## src/rtl/fetch_queue.sv

```systemverilog
// Fetch stage with a DEPTH-entry in-order instruction queue, pipelined memory requests
// and redirect flush. Optional misaligned-fetch fault entry under FETCH_MISALIGN_CHECK_EN.
module fetch_queue #(
  parameter int              XLEN      = 32,
  parameter int              DEPTH     = 4,
  parameter logic [XLEN-1:0] RESET_VEC = '0
) (
  input  logic            clk,
  input  logic            reset,
  input  logic            trap,
  input  logic [XLEN-1:0] trap_vec,
  input  logic            branch,
  input  logic [XLEN-1:0] branch_vec,
  output logic            req_valid,
  input  logic            req_ready,
  output logic [XLEN-1:0] req_addr,
  input  logic            resp_valid,
  input  logic [XLEN-1:0] resp_data,
  output logic            out_valid,
  input  logic            out_ready,
  output logic [XLEN-1:0] out_pc,
  output logic [XLEN-1:0] out_next_pc,
  output logic [XLEN-1:0] out_instr,
  output logic            out_misaligned
);
  localparam int AW = $clog2(DEPTH);
  localparam int CW = AW + 1;

  logic [XLEN-1:0] r_pc, r_resp_pc;
  logic [CW-1:0]   r_count, r_inflight, r_discard;
  logic [AW-1:0]   r_head, r_tail;
  logic [XLEN-1:0] r_q_pc    [DEPTH];
  logic [XLEN-1:0] r_q_instr [DEPTH];

  logic            w_redirect, w_room, w_fetch_ok, w_fault_enq;
  logic            w_req_fire, w_resp_keep, w_enq, w_deq;
  logic [XLEN-1:0] w_target, w_enq_pc, w_enq_instr;
  logic [CW:0]     w_occ;

  assign w_redirect = trap | branch;
  assign w_target   = trap ? trap_vec : branch_vec;
  assign w_occ      = {1'b0, r_count} + {1'b0, r_inflight};
  assign w_room     = w_occ < (CW+1)'(DEPTH);

`ifdef FETCH_MISALIGN_CHECK_EN
  logic r_halt;
  logic r_q_mis [DEPTH];
  logic w_misaligned;

  assign w_misaligned = r_pc[1:0] != 2'b00;
  assign w_fetch_ok   = !w_misaligned && !r_halt;
  // The fault entry waits for outstanding responses so it stays in program order.
  assign w_fault_enq  = w_misaligned && !r_halt && !w_redirect &&
                        (r_inflight == '0) && (r_count < CW'(DEPTH));

  always_ff @(posedge clk or posedge reset) begin
    if (reset)           r_halt <= 1'b0;
    else if (w_redirect) r_halt <= 1'b0;
    else if (w_fault_enq) r_halt <= 1'b1;
  end

  always_ff @(posedge clk) begin
    if (w_enq) r_q_mis[r_tail] <= w_fault_enq;
  end

  assign out_misaligned = r_q_mis[r_head];
`else
  assign w_fetch_ok     = 1'b1;
  assign w_fault_enq    = 1'b0;
  assign out_misaligned = 1'b0;
`endif

  assign req_valid   = !reset && !w_redirect && w_room && w_fetch_ok;
  assign req_addr    = r_pc;
  assign w_req_fire  = req_valid && req_ready;
  assign w_resp_keep = resp_valid && !w_redirect && (r_discard == '0);
  assign w_enq       = w_resp_keep || w_fault_enq;
  assign w_enq_pc    = w_fault_enq ? r_pc : r_resp_pc;
  assign w_enq_instr = w_fault_enq ? '0 : resp_data;

  assign out_valid   = (r_count != '0) && !w_redirect;
  assign w_deq       = out_valid && out_ready;
  assign out_pc      = r_q_pc[r_head];
  assign out_next_pc = r_q_pc[r_head] + XLEN'(4);
  assign out_instr   = r_q_instr[r_head];

  always_ff @(posedge clk or posedge reset) begin
    if (reset) begin
      r_pc       <= RESET_VEC;
      r_resp_pc  <= RESET_VEC;
      r_count    <= '0;
      r_inflight <= '0;
      r_discard  <= '0;
      r_head     <= '0;
      r_tail     <= '0;
    end else if (w_redirect) begin
      r_pc       <= w_target;
      r_resp_pc  <= w_target;
      r_count    <= '0;
      r_head     <= '0;
      r_tail     <= '0;
      r_inflight <= r_inflight - CW'(resp_valid);
      // Everything still owed is stale; r_discard is already a subset of r_inflight.
      r_discard  <= r_inflight - CW'(resp_valid);
    end else begin
      if (w_req_fire) r_pc <= r_pc + XLEN'(4);
      if (w_resp_keep) r_resp_pc <= r_resp_pc + XLEN'(4);
      r_inflight <= r_inflight + CW'(w_req_fire) - CW'(resp_valid);
      if (resp_valid && (r_discard != '0)) r_discard <= r_discard - CW'(1);
      r_count <= r_count + CW'(w_enq) - CW'(w_deq);
      if (w_enq) r_tail <= r_tail + AW'(1);
      if (w_deq) r_head <= r_head + AW'(1);
    end
  end

  always_ff @(posedge clk) begin
    if (w_enq) begin
      r_q_pc[r_tail]    <= w_enq_pc;
      r_q_instr[r_tail] <= w_enq_instr;
    end
  end

`ifndef SYNTHESIS
  always @(posedge clk) begin
    if (!reset && resp_valid) assert (r_inflight != '0);
  end
`endif
endmodule

```

## config.mk

```make
export PLATFORM = sky130hd
export DESIGN_NAME = fetch_queue
export DESIGN_NICKNAME = d
export VERILOG_FILES = /design/src/rtl/fetch_queue.sv
export SDC_FILE = /design/constraint.sdc
export NUM_CORES = 1
export LEC_CHECK = 0
export ABC_AREA = 1
export BUFFER_PORTS_ARGS = -buffer_cell sky130_fd_sc_hd__buf_4
export CORE_MARGIN = 5
export CORE_UTILIZATION = 60
export CTS_BUF_LIST = sky130_fd_sc_hd__clkbuf_2
export DETAILED_ROUTE_END_ITERATION = 12
export PLACE_DENSITY = 0.83
export SETUP_SLACK_MARGIN = 0.1
export SLEW_MARGIN = 20
export SYNTH_ARGS = -nofsm -noshare
export SYNTH_HDL_FRONTEND = slang
export SYNTH_SLANG_ARGS = --single-unit
```

## constraint.sdc

```tcl
create_clock -name clk -period 11.1 [get_ports clk]
set_clock_uncertainty 0.2 [all_clocks]
set_input_delay 0.555 -clock clk [delete_from_list [all_inputs] [get_ports clk]]
set_output_delay 0.555 -clock clk [all_outputs]
set_load 0.05 [all_outputs]
```

==> results of run 1 <==
cells in the final DEF (no fill, tap or decap), drive strengths merged, types with 75 or more instances in the layout:
cell	netlist	final
edfxtp	256	256
nand2	546	546
inv	155	156
dfrtp	75	75
nor2	310	310
clkbuf	36	124
dlygate4sd3	0	103
buf	45	243
nand3	126	126
o21ai	149	149
layout make-up:
class / instances / area [um2]
antenna: 1 / 2.50
clock buffer: 124 / 621
clock inverter: 26 / 149
fill: 2009 / 7230
inverter: 156 / 587
multi-input combinational: 1340 / 6140
sequential: 331 / 9570
tap: 378 / 473
timing repair buffer: 346 / 2860
registers in the layout (all words and copies together), names as in the netlist:
name / cells
r_inflight: 3
r_discard: 3
r_head: 2
req_addr: 31
r_q_pc: 128
r_tail: 2
r_q_instr: 128
r_count: 3
r_resp_pc: 31
what timing repair did:
action | CTS | global route
hold buffers | 103 | 0
endpoints found under the hold margin | 264 | 0
buffers inserted | 0 | 0
power by group through the flow:
stage / registers (uW) / clock network (uW) / logic (uW)
floorplan: 1550 / 0 / 269
global placement: 1520 / 0 / 458
detailed placement: 1520 / 0 / 472
CTS: 1500 / 836 / 507
global route: 1510 / 914 / 563
finish: 1500 / 823 / 516
per-stage QoR:
stage | util [%] | hold slack (ns)
after floorplan | - | 0.296
after global placement | 67.3 | 0.223
after detailed placement | 67.3 | 0.224
after CTS | 73.8 | 0.00567
after global routing | 73.8 | 0.0741
final | 73.8 | 0.0453
Yosys cell counts, types with 14 or more instances:
| cell type | instances |
|---|---|
| sky130_fd_sc_hd__a21oi_1 | 58 |
| sky130_fd_sc_hd__buf_2 | 30 |
| sky130_fd_sc_hd__clkbuf_1 | 36 |
| sky130_fd_sc_hd__dfrtp_1 | 75 |
| sky130_fd_sc_hd__edfxtp_1 | 256 |
| sky130_fd_sc_hd__ha_1 | 17 |
| sky130_fd_sc_hd__inv_1 | 151 |
| sky130_fd_sc_hd__nand2_1 | 535 |
| sky130_fd_sc_hd__nand3_1 | 126 |
| sky130_fd_sc_hd__nand4_1 | 14 |
| sky130_fd_sc_hd__nor2_1 | 297 |
| sky130_fd_sc_hd__nor3_1 | 15 |
| sky130_fd_sc_hd__o21ai_0 | 147 |
| sky130_fd_sc_hd__o22ai_1 | 34 |
| sky130_fd_sc_hd__xor2_1 | 24 |
path summary, 6_finish.rpt:
check | startpoint | to | slack, ns | cells after the start
worst min-delay path | branch_vec[13] | r_resp_pc[13]$_DFFE_PP0P_ | 0.05 | 5
worst max register to register | r_head[0]$_DFFE_PP0P_ | r_head[1]$_DFFE_PP0P_ | 7.65 | 5
max in group asynchronous | reset | r_head[0]$_DFFE_PP0P_ | 9.03 | 5
worst max-delay path | r_head[0]$_DFFE_PP0P_ | out_next_pc[16] | 5.48 | 11
worst min register to register | req_addr[1]$_DFFE_PP0P_ | r_q_pc[3][1]$_DFFE_PP_ | 0.37 | 0
min in group asynchronous | reset | req_addr[1]$_DFFE_PP0P_ | 0.48 | 4
per-layer routing:
layer  wire length (um)  global-route usage, %  vias to the layer above
met2              22500                   49.4                      842
met5                  0                      0                        -
met4               1470                   11.6                        0
li1                   -                      -                     7096
met3               4450                   6.22                      123
met1              18300                   38.8                     6907
logic make-up after synthesis:
family,share of synthesized area (%)
fa+ha+maj,1.52
xor+xnor,1.37
buf+inv,5.97
other cells,0.0225
simple gates,24.8
compound gates,8.91
flops,57.4
tightest hold or removal path, delay by kind of cell:
| family | cells | cell delay (ns) |
|---|---|---|
| buffers and inverters | 1 | 0.12 |
| AOI/OAI and AO/OA | 3 | 0.31 |
| and+or+nand+nor | 1 | 0.08 |
==> PnR_summary.wiki, run 1 <==
{| class="wikitable"
! Metric !! Value
|-
| Part of the total power dissipated in the clock network || 29.0%
|-
| Area fraction of the dominant cell type after synthesis || 46.1%
|-
| Count of antenna-violating nets left after detailed routing || 0
|-
| Leakage power || 0.00892 uW
|-
| Synth Net Count || 2,030
|-
| Die Height || 177 um
|-
| Top Family by Delay on Critical Path || buffers and inverters
|-
| Number of buffers and inverters on the critical path || 2
|-
| Async S/R FF share, synth || 22.7%
|-
| Hold WC Path Type || primary input to flop
|-
| Number of maximum-capacitance constraint violations || 0
|-
| Post-Place Cell Area || 18,600 um2
|-
| Chain of cells forming the critical path || clkinv_2 > nor2_1 > nor2_1 > o21ai_0 > nand2_1 > ha_1 > nand2_2 > nor2_2 > nand2_1 > xor2_1 > buf_4
|-
| Mean instance size in the synthesized netlist || 8.74 um2
|-
| Count of unresolved DRC violations after routing || 0
|-
| Clk Latency, worst-skew pair || 0.90 ns
|-
| CTS clk-pin slew, worst paths || 0.13 ns
|-
| CTS-repair resized insts || 0
|-
| Layout cell share with drive strength beyond 1 || 17.7%
|-
| Ports placed on the boundary || 234
|-
| Area contributors post-synth || sky130_fd_sc_hd__edfxtp_1 46%, sky130_fd_sc_hd__nand2_1 12%, sky130_fd_sc_hd__dfrtp_1 11%, sky130_fd_sc_hd__nor2_1 6.7%, sky130_fd_sc_hd__o21ai_0 4.4%
|-
| Total number of placement rows || 61
|-
| Final Cycle Share || 50.6%
|-
| Cell internal pwr || 1920 uW
|-
| Root cell of the clock tree || sky130_fd_sc_hd__clkbuf_2
|-
| Detailed-routing iteration count for the pre-antenna-repair pass || 6
|-
| Vias after detailed routing || 15.0k
|-
| Switching power summed over all nets || 925 uW
|-
| Wire length of the first global-routing pass || 74,600 um
|-
| Worst slew margin || 30.3%
|-
| Number of cells in the finished layout apart from fillers || 2,702
|-
| Register area share after synthesis || 57.4%
|-
| Placer's final routability congestion estimate || 0.945
|-
| Final Hold Fails || 0
|-
| Power density cells || 139 nW/um2
|-
| Pin slew with the least headroom to its limit || 1.04 ns
|-
| Die boundary width || 177 um
|-
| Number of buffers on the longest clock path || 3
|-
| Routed via count divided by cell count || 5.54
|-
| Worst path slowest cell || sky130_fd_sc_hd__dfrtp_4
|-
| Global route overflow || 0
|-
| Setup TNS Final || 0 ns
|-
| Number of distinct library cells after synthesis || 43
|-
| Launching element type of the critical path || flop
|-
| Number of global-route vias before repair || 14.8k
|-
| Switching part of the total || 32.6%
|-
| Starting DRC count in detailed routing || 1,322
|-
| Post-route cell area || 20,400 um2
|-
| Critical Path Max Stage Delay || 1.06 ns
|-
| Antenna violations before repair || 1
|-
| CP endpoint kind || output port
|-
| Outcome || finished clean
|-
| Post-layout worst setup margin || 5.48 ns
|-
| Fmax achieved || 178 MHz
|-
| Core region area || 27,600 um2
|-
| H-tree levels || 3
|-
| Unrepaired setup endpoints after global routing || no
|-
| Place WS || 6.45 ns
|-
| Port Buf Inserts || 232
|-
| Final number of setup-violating endpoints || 0
|-
| Effective utilization at floorplan || 60.3%
|-
| Arrival time at the worst endpoint || 4.87 ns
|-
| HPWL after detailed placement || 29,400 um
|-
| Final Slew Violations || 0
|-
| Placed cell count || 2,448
|-
| Required time of the worst setup path || 10.35 ns
|-
| Number of nets in the final layout || 2,379
|-
| Total die area || 31,200 um2
|-
| Biggest area consumer among synthesized cells || sky130_fd_sc_hd__edfxtp_1
|-
| Most used flip-flop cell after synthesis || sky130_fd_sc_hd__edfxtp_1
|-
| Routed WL per cell || 17.3 um
|-
| Worst supply voltage drop on vdd || 76.9 uV
|-
| Warnings from Yosys || 0
|-
| Total routing resource utilization after global routing || 29.8%
|-
| Type of the worst setup path || flop to output port
|-
| Largest net degree at the start of global routing || 91
|-
| Minimum period implied by the final worst setup slack || 5.62 ns
|-
| Number of CTS-inserted buffers || 82
|-
| Combinational share of power || 18.1%
|-
| Synthesized area || 16,700 um2
|-
| CTS tree || done
|-
| Area delta synth->final || 22.4%
|-
| Count of flip-flops with a built-in enable after synthesis || 256
|-
| Cells after synthesis || 1,908
|-
| Fraction of power consumed by sequential logic || 52.9%
|-
| Total length of routed wires || 46,700 um
|-
| Overall power of the completed layout || 2840 uW
|-
| Synthesized flop and latch total || 331
|-
| Sink count of the clock tree || 331
|-
| Critical path fanouts, max || 90
|}
Power figures use the tool's default switching activity.
==> inputs of run 2 (changes only) <==
- ABC_AREA: 1 -> 0
- CORE_UTILIZATION: 60 -> 53
- PLACE_DENSITY: 0.83 -> 0.78
- clock period: 11.1 -> 5.1 ns (I/O delays scaled with it)
==> run 2 against run 1 <==
Compared with the run above: sequential power is 110% higher; first-iteration DRC count is 37% lower; global-route usage is 5.7 points lower; clock-buffer cell count is 5 lower.
==> PnR_summary.wiki, run 2 <==
{| class="wikitable"
! Metric !! Value
|-
| Total length of routed wires || 37,000 um
|-
| H-tree levels || 3
|-
| Leading cell types by count after synthesis || 256 x sky130_fd_sc_hd__edfxtp_1, 95 x sky130_fd_sc_hd__a21oi_1, 86 x sky130_fd_sc_hd__nand2_1, 75 x sky130_fd_sc_hd__dfrtp_1, 67 x sky130_fd_sc_hd__o21ai_0
|-
| Warnings from Yosys || 0
|-
| Root cell of the clock tree || sky130_fd_sc_hd__clkbuf_2
|-
| CP endpoint kind || output port
|-
| Cells after synthesis || 992
|-
| CTS clk-pin slew, worst paths || 0.10 ns
|-
| Post-route cell area || 18,900 um2
|-
| Top Family by Delay on Critical Path || flip-flops
|-
| Mean instance size in the synthesized netlist || 14.7 um2
|-
| Required time of the worst setup path || 4.64 ns
|-
| Leakage power || 0.00720 uW
|-
| Arrival time at the worst endpoint || 3.87 ns
|-
| Area delta synth->final || 30.0%
|-
| Top Registers || r_q_instr: 128 flops, r_q_pc: 128 flops
|-
| Starting DRC count in detailed routing || 828
|-
| Number of CTS-inserted buffers || 82
|-
| Post-Place Cell Area || 16,600 um2
|-
| Number of maximum-capacitance constraint violations || 0
|-
| Number of distinct library cells after synthesis || 59
|-
| GR met3 Demand/Resource || 6.09%
|-
| Biggest area consumer among synthesized cells || sky130_fd_sc_hd__edfxtp_1
|-
| Ports placed on the boundary || 234
|-
| Total routing resource utilization after global routing || 24.1%
|-
| Vias after detailed routing || 10.5k
|-
| Register area share after synthesis || 65.7%
|-
| Die boundary width || 176 um
|-
| Critical Path Max Stage Delay || 1.02 ns
|-
| Library cell with the highest instance count after synthesis || sky130_fd_sc_hd__edfxtp_1
|-
| Routed WL per cell || 20.2 um
|-
| Final number of setup-violating endpoints || 0
|-
| CTS tree || done
|-
| Wire length of the first global-routing pass || 59,000 um
|-
| Pin slew with the least headroom to its limit || 0.964 ns
|-
| Number of buffers on the longest clock path || 3
|-
| Type of the worst setup path || flop to output port
|-
| Launching element type of the critical path || flop
|-
| Area contributors post-synth || sky130_fd_sc_hd__edfxtp_1 53%, sky130_fd_sc_hd__dfrtp_1 13%, sky130_fd_sc_hd__mux4_2 8.7%, sky130_fd_sc_hd__a21oi_1 3.3%, sky130_fd_sc_hd__o21ai_0 2.3%
|-
| Minimum period implied by the final worst setup slack || 4.33 ns
|-
| Count of flip-flops with a built-in enable after synthesis || 256
|-
| Async S/R FF share, synth || 22.7%
|-
| Number of nets in the final layout || 1,552
|-
| Overall power of the completed layout || 5760 uW
|-
| Global Route met1 Usage || 33.0%
|-
| Number of global-route vias before repair || 10.8k
|-
| Top library cells by usage in the layout, fill and taps aside || 256 x sky130_fd_sc_hd__edfxtp_1, 247 x sky130_fd_sc_hd__buf_4, 158 x sky130_fd_sc_hd__dlygate4sd3_1
|-
| CTS-repair resized insts || 0
|-
| Power density cells || 304 nW/um2
|-
| Layer with the highest usage after global routing || met2
|-
| Hold WC Path Type || primary input to flop
|-
| Most common cell after layout, fill and taps aside || sky130_fd_sc_hd__edfxtp_1
|-
| Worst supply voltage drop on vdd || 137 uV
|-
| Final Hold Fails || 0
|-
| Layout cell share with drive strength beyond 1 || 30.7%
|-
| Worst path slowest cell || sky130_fd_sc_hd__dfrtp_4
|-
| Synthesized flop and latch total || 331
|-
| Most used flip-flop cell after synthesis || sky130_fd_sc_hd__edfxtp_1
|-
| Chain of cells forming the critical path || mux4_1 > and4_1 > nand3_4 > nor2_1 > nand2_1 > xnor2_1 > buf_4
|-
| Total number of placement rows || 60
|-
| Largest net degree at the start of global routing || 65
|-
| Count of antenna-violating nets left after detailed routing || 0
|-
| Final Cycle Share || 84.9%
|-
| Fmax achieved || 231 MHz
|-
| Port Buf Inserts || 232
|-
| Core region area || 27,000 um2
|-
| Placer's final routability congestion estimate || 0.852
|-
| Unrepaired setup endpoints after global routing || no
|-
| Global route overflow || 0
|-
| Sink count of the clock tree || 331
|-
| Clk Latency, worst-skew pair || 0.84 ns
|-
| Outcome || finished clean
|-
| Worst slew margin || 35.7%
|-
| Number of buffers and inverters on the critical path || 1
|-
| Critical path fanouts, max || 49
|-
| Antenna violations before repair || 1
|-
| Synthesized area || 14,600 um2
|-
| Setup TNS Final || 0 ns
|-
| Global-route met2 utilization || 39.3%
|-
| Count of unresolved DRC violations after routing || 0
|-
| HPWL after detailed placement || 23,100 um
|-
| Effective utilization at floorplan || 53.8%
|-
| Die Height || 176 um
|-
| Routed via count divided by cell count || 5.72
|-
| Synth Net Count || 1,114
|-
| Detailed-routing iteration count for the pre-antenna-repair pass || 5
|-
| Final Slew Violations || 0
|-
| Total die area || 30,900 um2
|-
| Area fraction of the dominant cell type after synthesis || 52.8%
|}
## run 2: power by group
part	switching [uW]	internal (uW)
registers	133	3020
logic	479	344
clock network	1050	731
## run 2: repair_timing
item	4_1_cts	5_1_grt
setup buffers	0	0
hold buffers	158	0
setup endpoints to repair	0	0
hold endpoints to repair	277	0
## run 2: final cells by class
type | instances | area [um2]
clock buffers | 119 | 596
diodes | 1 | 2.50
fillers | 1797 | 8100
flip-flops and latches | 331 | 9570
well taps | 341 | 427
inverters | 32 | 120
repair buffers | 405 | 3440
multi-input cells | 578 | 4590
clock inverters | 28 | 178
## run 2: worst paths after layout
| check | start | endpoint | slack [ns] | cells past startpoint |
|---|---|---|---|---|
| max in group asynchronous | reset | r_resp_pc[6]$_DFFE_PP0P_ | 3.21 | 5 |
| max | r_head[0]$_DFFE_PP0P_ | out_next_pc[19] | 0.77 | 7 |
| min in group asynchronous | reset | r_resp_pc[0]$_DFFE_PP0P_ | 0.28 | 4 |
| min reg2reg | r_resp_pc[11]$_DFFE_PP0P_ | r_q_pc[2][11]$_DFFE_PP_ | 0.32 | 0 |
| max reg2reg | r_count[1]$_DFF_PP0_ | r_inflight[2]$_DFF_PP0_ | 1.77 | 13 |
| min | trap_vec[30] | req_addr[30]$_DFFE_PP0P_ | 0.1 | 4 |
## run 2: kinds of logic (layout without fill, tap and decap cells)
kind of cell | count (synthesis) | count (layout) | synth area share [%]
AND/OR/NAND/NOR | 228 | 228 | 8.16
other | 1 | 2 | 0.0258
AO/OA/AOI/OAI | 219 | 219 | 8.64
flip-flops | 331 | 331 | 65.7
XOR/XNOR | 45 | 45 | 2.71
buffers and inverters | 83 | 584 | 2.76
adder cells (fa/ha/maj) | 19 | 19 | 1.74
multiplexers | 66 | 66 | 10.2
## run 2: routing by layer
layer	share of wire, %	routed length, um	vias up
li1	-	-	4778
met1	41	15300	5123
met2	48	17800	547
met3	9.2	3410	54
met4	1.4	531	0
met5	0	0	-
## run 2: worst min-delay path, stage by stage
cell,delay (ns)
sky130_fd_sc_hd__buf_4,0.08
sky130_fd_sc_hd__a22oi_1,0.08
sky130_fd_sc_hd__dlygate4sd3_1,0.61
sky130_fd_sc_hd__o21ai_1,0.09
## run 2: per-stage QoR
step	worst slack, ns	hold slack [ns]	cells	utilization (%)
floorplan	1.61	0.154	992	-
global placement	1.69	0.0388	1529	61.3
detailed placement	1.62	0.0303	1529	61.3
CTS	0.670	0.00204	1834	70.0
global route	0.367	0.0471	1835	70.0
finish	0.770	0.0990	1835	70.0
